<file path="src/rtl/gcd_sequencer.sv">
// GCD-by-repeated-subtraction sequencer with Enter/Input operand handshake.
// Define ENTER_SYNC_EN to pass Enter through a 2-flop synchronizer before edge detection.
module gcd_sequencer #(
   parameter int unsigned WIDTH    = 8,
   parameter int unsigned MAX_ITER = 255
) (
   input  logic             Clock,
   input  logic             Reset,
   input  logic             Enter,
   input  logic [WIDTH-1:0] Input,
   output logic [WIDTH-1:0] Output,
   output logic             Halt,
   output logic             Busy,
   output logic             Error,
   output logic [1:0]       state
);

   localparam int unsigned     CW         = $clog2(MAX_ITER + 1);
   localparam logic [CW-1:0]   ITER_LIMIT = CW'(MAX_ITER);

   typedef enum logic [1:0] {
      WAIT_X = 2'd0,
      WAIT_Y = 2'd1,
      CALC   = 2'd2,
      DONE   = 2'd3
   } state_t;

   state_t           cur_state, nxt_state;
   logic [WIDTH-1:0] a_reg, b_reg;
   logic [CW-1:0]    iter_cnt;
   logic             enter_in, enter_q, rise;
   logic             operand_zero, operands_eq, limit_hit;

`ifdef ENTER_SYNC_EN
   logic enter_s1, enter_s2;

   always_ff @(posedge Clock) begin
      if (Reset) begin
         enter_s1 <= 1'b0;
         enter_s2 <= 1'b0;
      end else begin
         enter_s1 <= Enter;
         enter_s2 <= enter_s1;
      end
   end

   assign enter_in = enter_s2;
`else
   assign enter_in = Enter;
`endif

   assign rise         = enter_in & ~enter_q;
   assign operand_zero = (a_reg == '0) || (b_reg == '0);
   assign operands_eq  = (a_reg == b_reg);
   assign limit_hit    = (iter_cnt == ITER_LIMIT);

   always_ff @(posedge Clock) begin
      if (Reset) cur_state <= WAIT_X;
      else       cur_state <= nxt_state;
   end

   always_comb begin
      nxt_state = cur_state;
      unique case (cur_state)
         WAIT_X: if (rise) nxt_state = WAIT_Y;
         WAIT_Y: if (rise) nxt_state = CALC;
         CALC:   if (operand_zero || operands_eq || limit_hit) nxt_state = DONE;
         DONE:   if (rise) nxt_state = WAIT_Y;
         default: nxt_state = WAIT_X;
      endcase
   end

   always_comb begin
      Halt  = (cur_state == DONE);
      Busy  = (cur_state == CALC);
      state = cur_state;
   end

   // Decision priority in CALC: zero operand, equality, iteration limit, then subtract.
   always_ff @(posedge Clock) begin
      if (Reset) begin
         a_reg    <= '0;
         b_reg    <= '0;
         iter_cnt <= '0;
         enter_q  <= 1'b0;
         Output   <= '0;
         Error    <= 1'b0;
      end else begin
         enter_q <= enter_in;
         unique case (cur_state)
            WAIT_X, DONE: begin
               if (rise) begin
                  a_reg  <= Input;
                  Output <= '0;
                  Error  <= 1'b0;
               end
            end
            WAIT_Y: begin
               if (rise) begin
                  b_reg    <= Input;
                  iter_cnt <= '0;
               end
            end
            CALC: begin
               if (operand_zero) begin
                  Output <= a_reg | b_reg;
               end else if (operands_eq) begin
                  Output <= a_reg;
               end else if (limit_hit) begin
                  Output <= '0;
                  Error  <= 1'b1;
               end else if (a_reg > b_reg) begin
                  a_reg    <= a_reg - b_reg;
                  iter_cnt <= iter_cnt + 1'b1;
               end else begin
                  b_reg    <= b_reg - a_reg;
                  iter_cnt <= iter_cnt + 1'b1;
               end
            end
            default: ;
         endcase
      end
   end

endmodule

</file>
<file path="config.mk">
export PLATFORM = sky130hd
export DESIGN_NAME = gcd_sequencer
export DESIGN_NICKNAME = d
export VERILOG_FILES = /design/src/rtl/gcd_sequencer.sv
export SDC_FILE = /design/constraint.sdc
export NUM_CORES = 1
export LEC_CHECK = 0
export ABC_AREA = 1
export BUFFER_PORTS_ARGS = -buffer_cell sky130_fd_sc_hd__buf_2
export CORE_MARGIN = 8
export CORE_UTILIZATION = 60
export DETAILED_ROUTE_END_ITERATION = 10
export PLACE_DENSITY = 0.87
export SLEW_MARGIN = 20
export SYNTH_ARGS = -nofsm -noshare
export SYNTH_HDL_FRONTEND = slang
export SYNTH_SLANG_ARGS = --single-unit
</file>
<file path="constraint.sdc">
create_clock -name Clock -period 2.8 [get_ports Clock]
set_clock_uncertainty 0.1 [all_clocks]
set_input_delay 0.42 -clock Clock [delete_from_list [all_inputs] [get_ports Clock]]
set_output_delay 0.42 -clock Clock [all_outputs]
set_load 0.05 [all_outputs]
</file>
==> impl_metrics.py <==
metrics = {
    "grt": {
        "grt_usage": 0.214,
        "grt_overflow": 0,
        "antenna_found_initial": 0,
        "grt_pass1_wl_um": 12700,
        "grt_pass1_vias": 2907,
        "grt_max_degree": 25,
    },
    "sta": {
        "drv_slew": 0,
        "finalHoldViolCount": 0,
        "finalCriticalPeriod_ns": 2.54,
        "min_period_over_period": 0.908,
        "rsz0062_at_grt": "false",
        "relSlewSlack": 0.500,
        "finalSetupViolations": 0,
        "hold_ws_ns": 0.253,
        "tns_ns": 0,
        "tightest_slew_ns": 0.749,
        "max_freq_ghz": 0.393,
    },
    "floorplan": {
        "die_w_um": 85.2,
        "fp.dieArea_um2": 7260,
        "placementRows": 25,
        "die_h_um": 85.2,
        "core_area_um2": 4660,
        "ios": 24,
        "start_util": 0.616,
    },
    "synthesis": {
        "synth_xor_area_frac": 0,
        "ys_types": 30,
        "synth_compound_area_frac": 0.101,
        "synth_top_cell_area_share": 0.251,
        "synthMuxAreaShare": 0.00349,
        "synth_area_um2": 2870,
        "synth_top_family_by_area": "simple AND/OR/NAND/NOR gates",
        "ys_warn_count": 0,
        "postSynthCellCount": 460,
        "yosys.area_share.simple": 0.410,
        "syn_area_per_cell_um2": 6.24,
        "synth_area_leaders": "dfxtp_1 (25%), nand2_1 (16%), ha_1 (12%), nor2_1 (11%), inv_1 (7.8%)",
        "synth_top_area_cell": "dfxtp_1",
        "synth-adder-area-share": 0.132,
        "ys_seq_area_frac": 0.251,
        "syn-num-nets": 500,
        "ys_seq_elements": 36,
    },
    "cts": {
        "cts_root_buf": "clkbuf_8",
        "clkTransAtPathRegs_ns": 0.07,
        "clock_sinks": 36,
        "post_cts_buffers": 0,
        "insertion_delay_ns": 0.30,
        "cts_hold_buffers": 0,
        "cts-resized-gates": 0,
        "clk_path_buf_depth": 2,
        "cts_tree": "built",
        "numCtsBuffers": 5,
        "htree_levels": 2,
    },
    "setup_path": {
        "cp.required_ns": 2.90,
        "critPathLaunchType": "register",
        "worstPathCellList": "inv_1, ha_1, fa_1, inv_1, nand2_1, nand2_1, nand2_1, nand2_1, nand3_1, nor2_1, nand3_1, nand2_1, nor2_1",
        "cp.arrival_ns": 2.64,
        "crit_fanout": 5,
        "crit_top_cell": "nand2_1",
        "worstSetupPathType": "register to register",
        "cpMaxStageDelayCell": "dfxtp_1",
        "path_delay_family": "simple AND/OR/NAND/NOR gates",
        "critPathMaxStageDelay_ns": 0.44,
        "path_buf_inv": 2,
        "cp-end-kind": "register",
    },
    "routing": {
        "ant_nets": 0,
        "firstDrtPassIters": 5,
        "drc": 0,
        "viasPerCell": 5.54,
        "vias": 2980,
        "routed_wl_um": 7500,
        "wl_per_cell_um": 13.9,
        "drtIter0Drc": 234,
    },
    "placement": {
        "port_buffers": 23,
        "hpwlAfterDp_um": 5700,
        "gp_congestion": 0.975,
    },
    "flow_run": {
        "cap_violations": 0,
    },
    "cells_and_area": {
        "fin_nets": 523,
        "n_antenna_cell": 0,
        "syn_to_final_growth_pct": 8.58,
        "drive_above_1_share": 0.112,
    },
    "run_status": {
        "status": "completed",
    },
    "min_path": {
        "worstHoldPathType": "input port to register",
    },
}
[final timing paths]
path,startpoint,endpoint,slack [ns],cells past startpoint
worst max-delay path,a_reg[0],a_reg[2],0.26,13
worst max register to register,a_reg[0],a_reg[2],0.26,13
worst min register to register,Error,Error,0.37,2
worst min-delay path,Enter,enter_q,0.25,3
[tightest hold or removal path: cells and delay by family]
kind	cells	cell delay (ns)
buffers and inverters	2	0.14
and+or+nand+nor	1	0.07
[cell usage after synthesis (all sizes together)]
library cell  number
nand2            129
nand3             44
mux2i              1
o21bai             2
ha                27
clkbuf             2
nor3b              2
a21oi             20
buf                7
a21boi             1
dfxtp             36
nor2              90
nor3               3
nand4              3
inv               63
o21ai             25
fa                 2
a31oi              3
[cell type report]
type / instances / area, um2
flip-flops and latches: 36 / 721
clock buffers: 6 / 72.6
repair buffers: 25 / 130
multi-input cells: 352 / 1860
well taps: 54 / 67.6
fillers: 416 / 1540
inverters: 63 / 236
clock inverters: 2 / 35.0
[metrics by stage]
| stage | util | worst slack (ns) | area, um2 | instances |
|---|---|---|---|---|
| 2_1_floorplan | - | 0.336 | 2870 | 460 |
| 4_1_cts | 0.669 | 0.327 | 3120 | 538 |
| 3_3_place_gp | 0.646 | 0.521 | 3010 | 530 |
| 6_report | 0.669 | 0.257 | 3120 | 538 |
| 5_1_grt | 0.669 | 0.0513 | 3120 | 538 |
| 3_5_place_dp | 0.646 | 0.409 | 3010 | 530 |
[cells in the final DEF (no fill, tap or decap), types with 3 or more instances in the layout]
cell type,count
a21oi_1,20
a31oi_1,3
buf_2,23
clkbuf_8,5
dfxtp_1,36
ha_1,27
inv_1,60
inv_2,3
nand2_1,123
nand2_2,3
nand2_4,3
nand3_1,42
nor2_1,84
nor2_2,3
nor2_4,3
o21ai_0,24
[per-layer routing]
metal	vias up	wire, um	track usage
li1	1487	-	-
met1	1333	3090	0.245
met2	141	3680	0.379
met3	19	569	0.0434
met4	0	157	0.0809
met5	-	0	0
[kinds of logic after synthesis]
kind of cell               Yosys count
muxes                                1
buffers and inverters               72
DFF                                 36
AOI/OAI and AO/OA                   51
and+or+nand+nor                    271
adders and majority gates           29
Power is not shown: default switching activity piles up to over one toggle a cycle in this logic, so the estimate is an artifact.
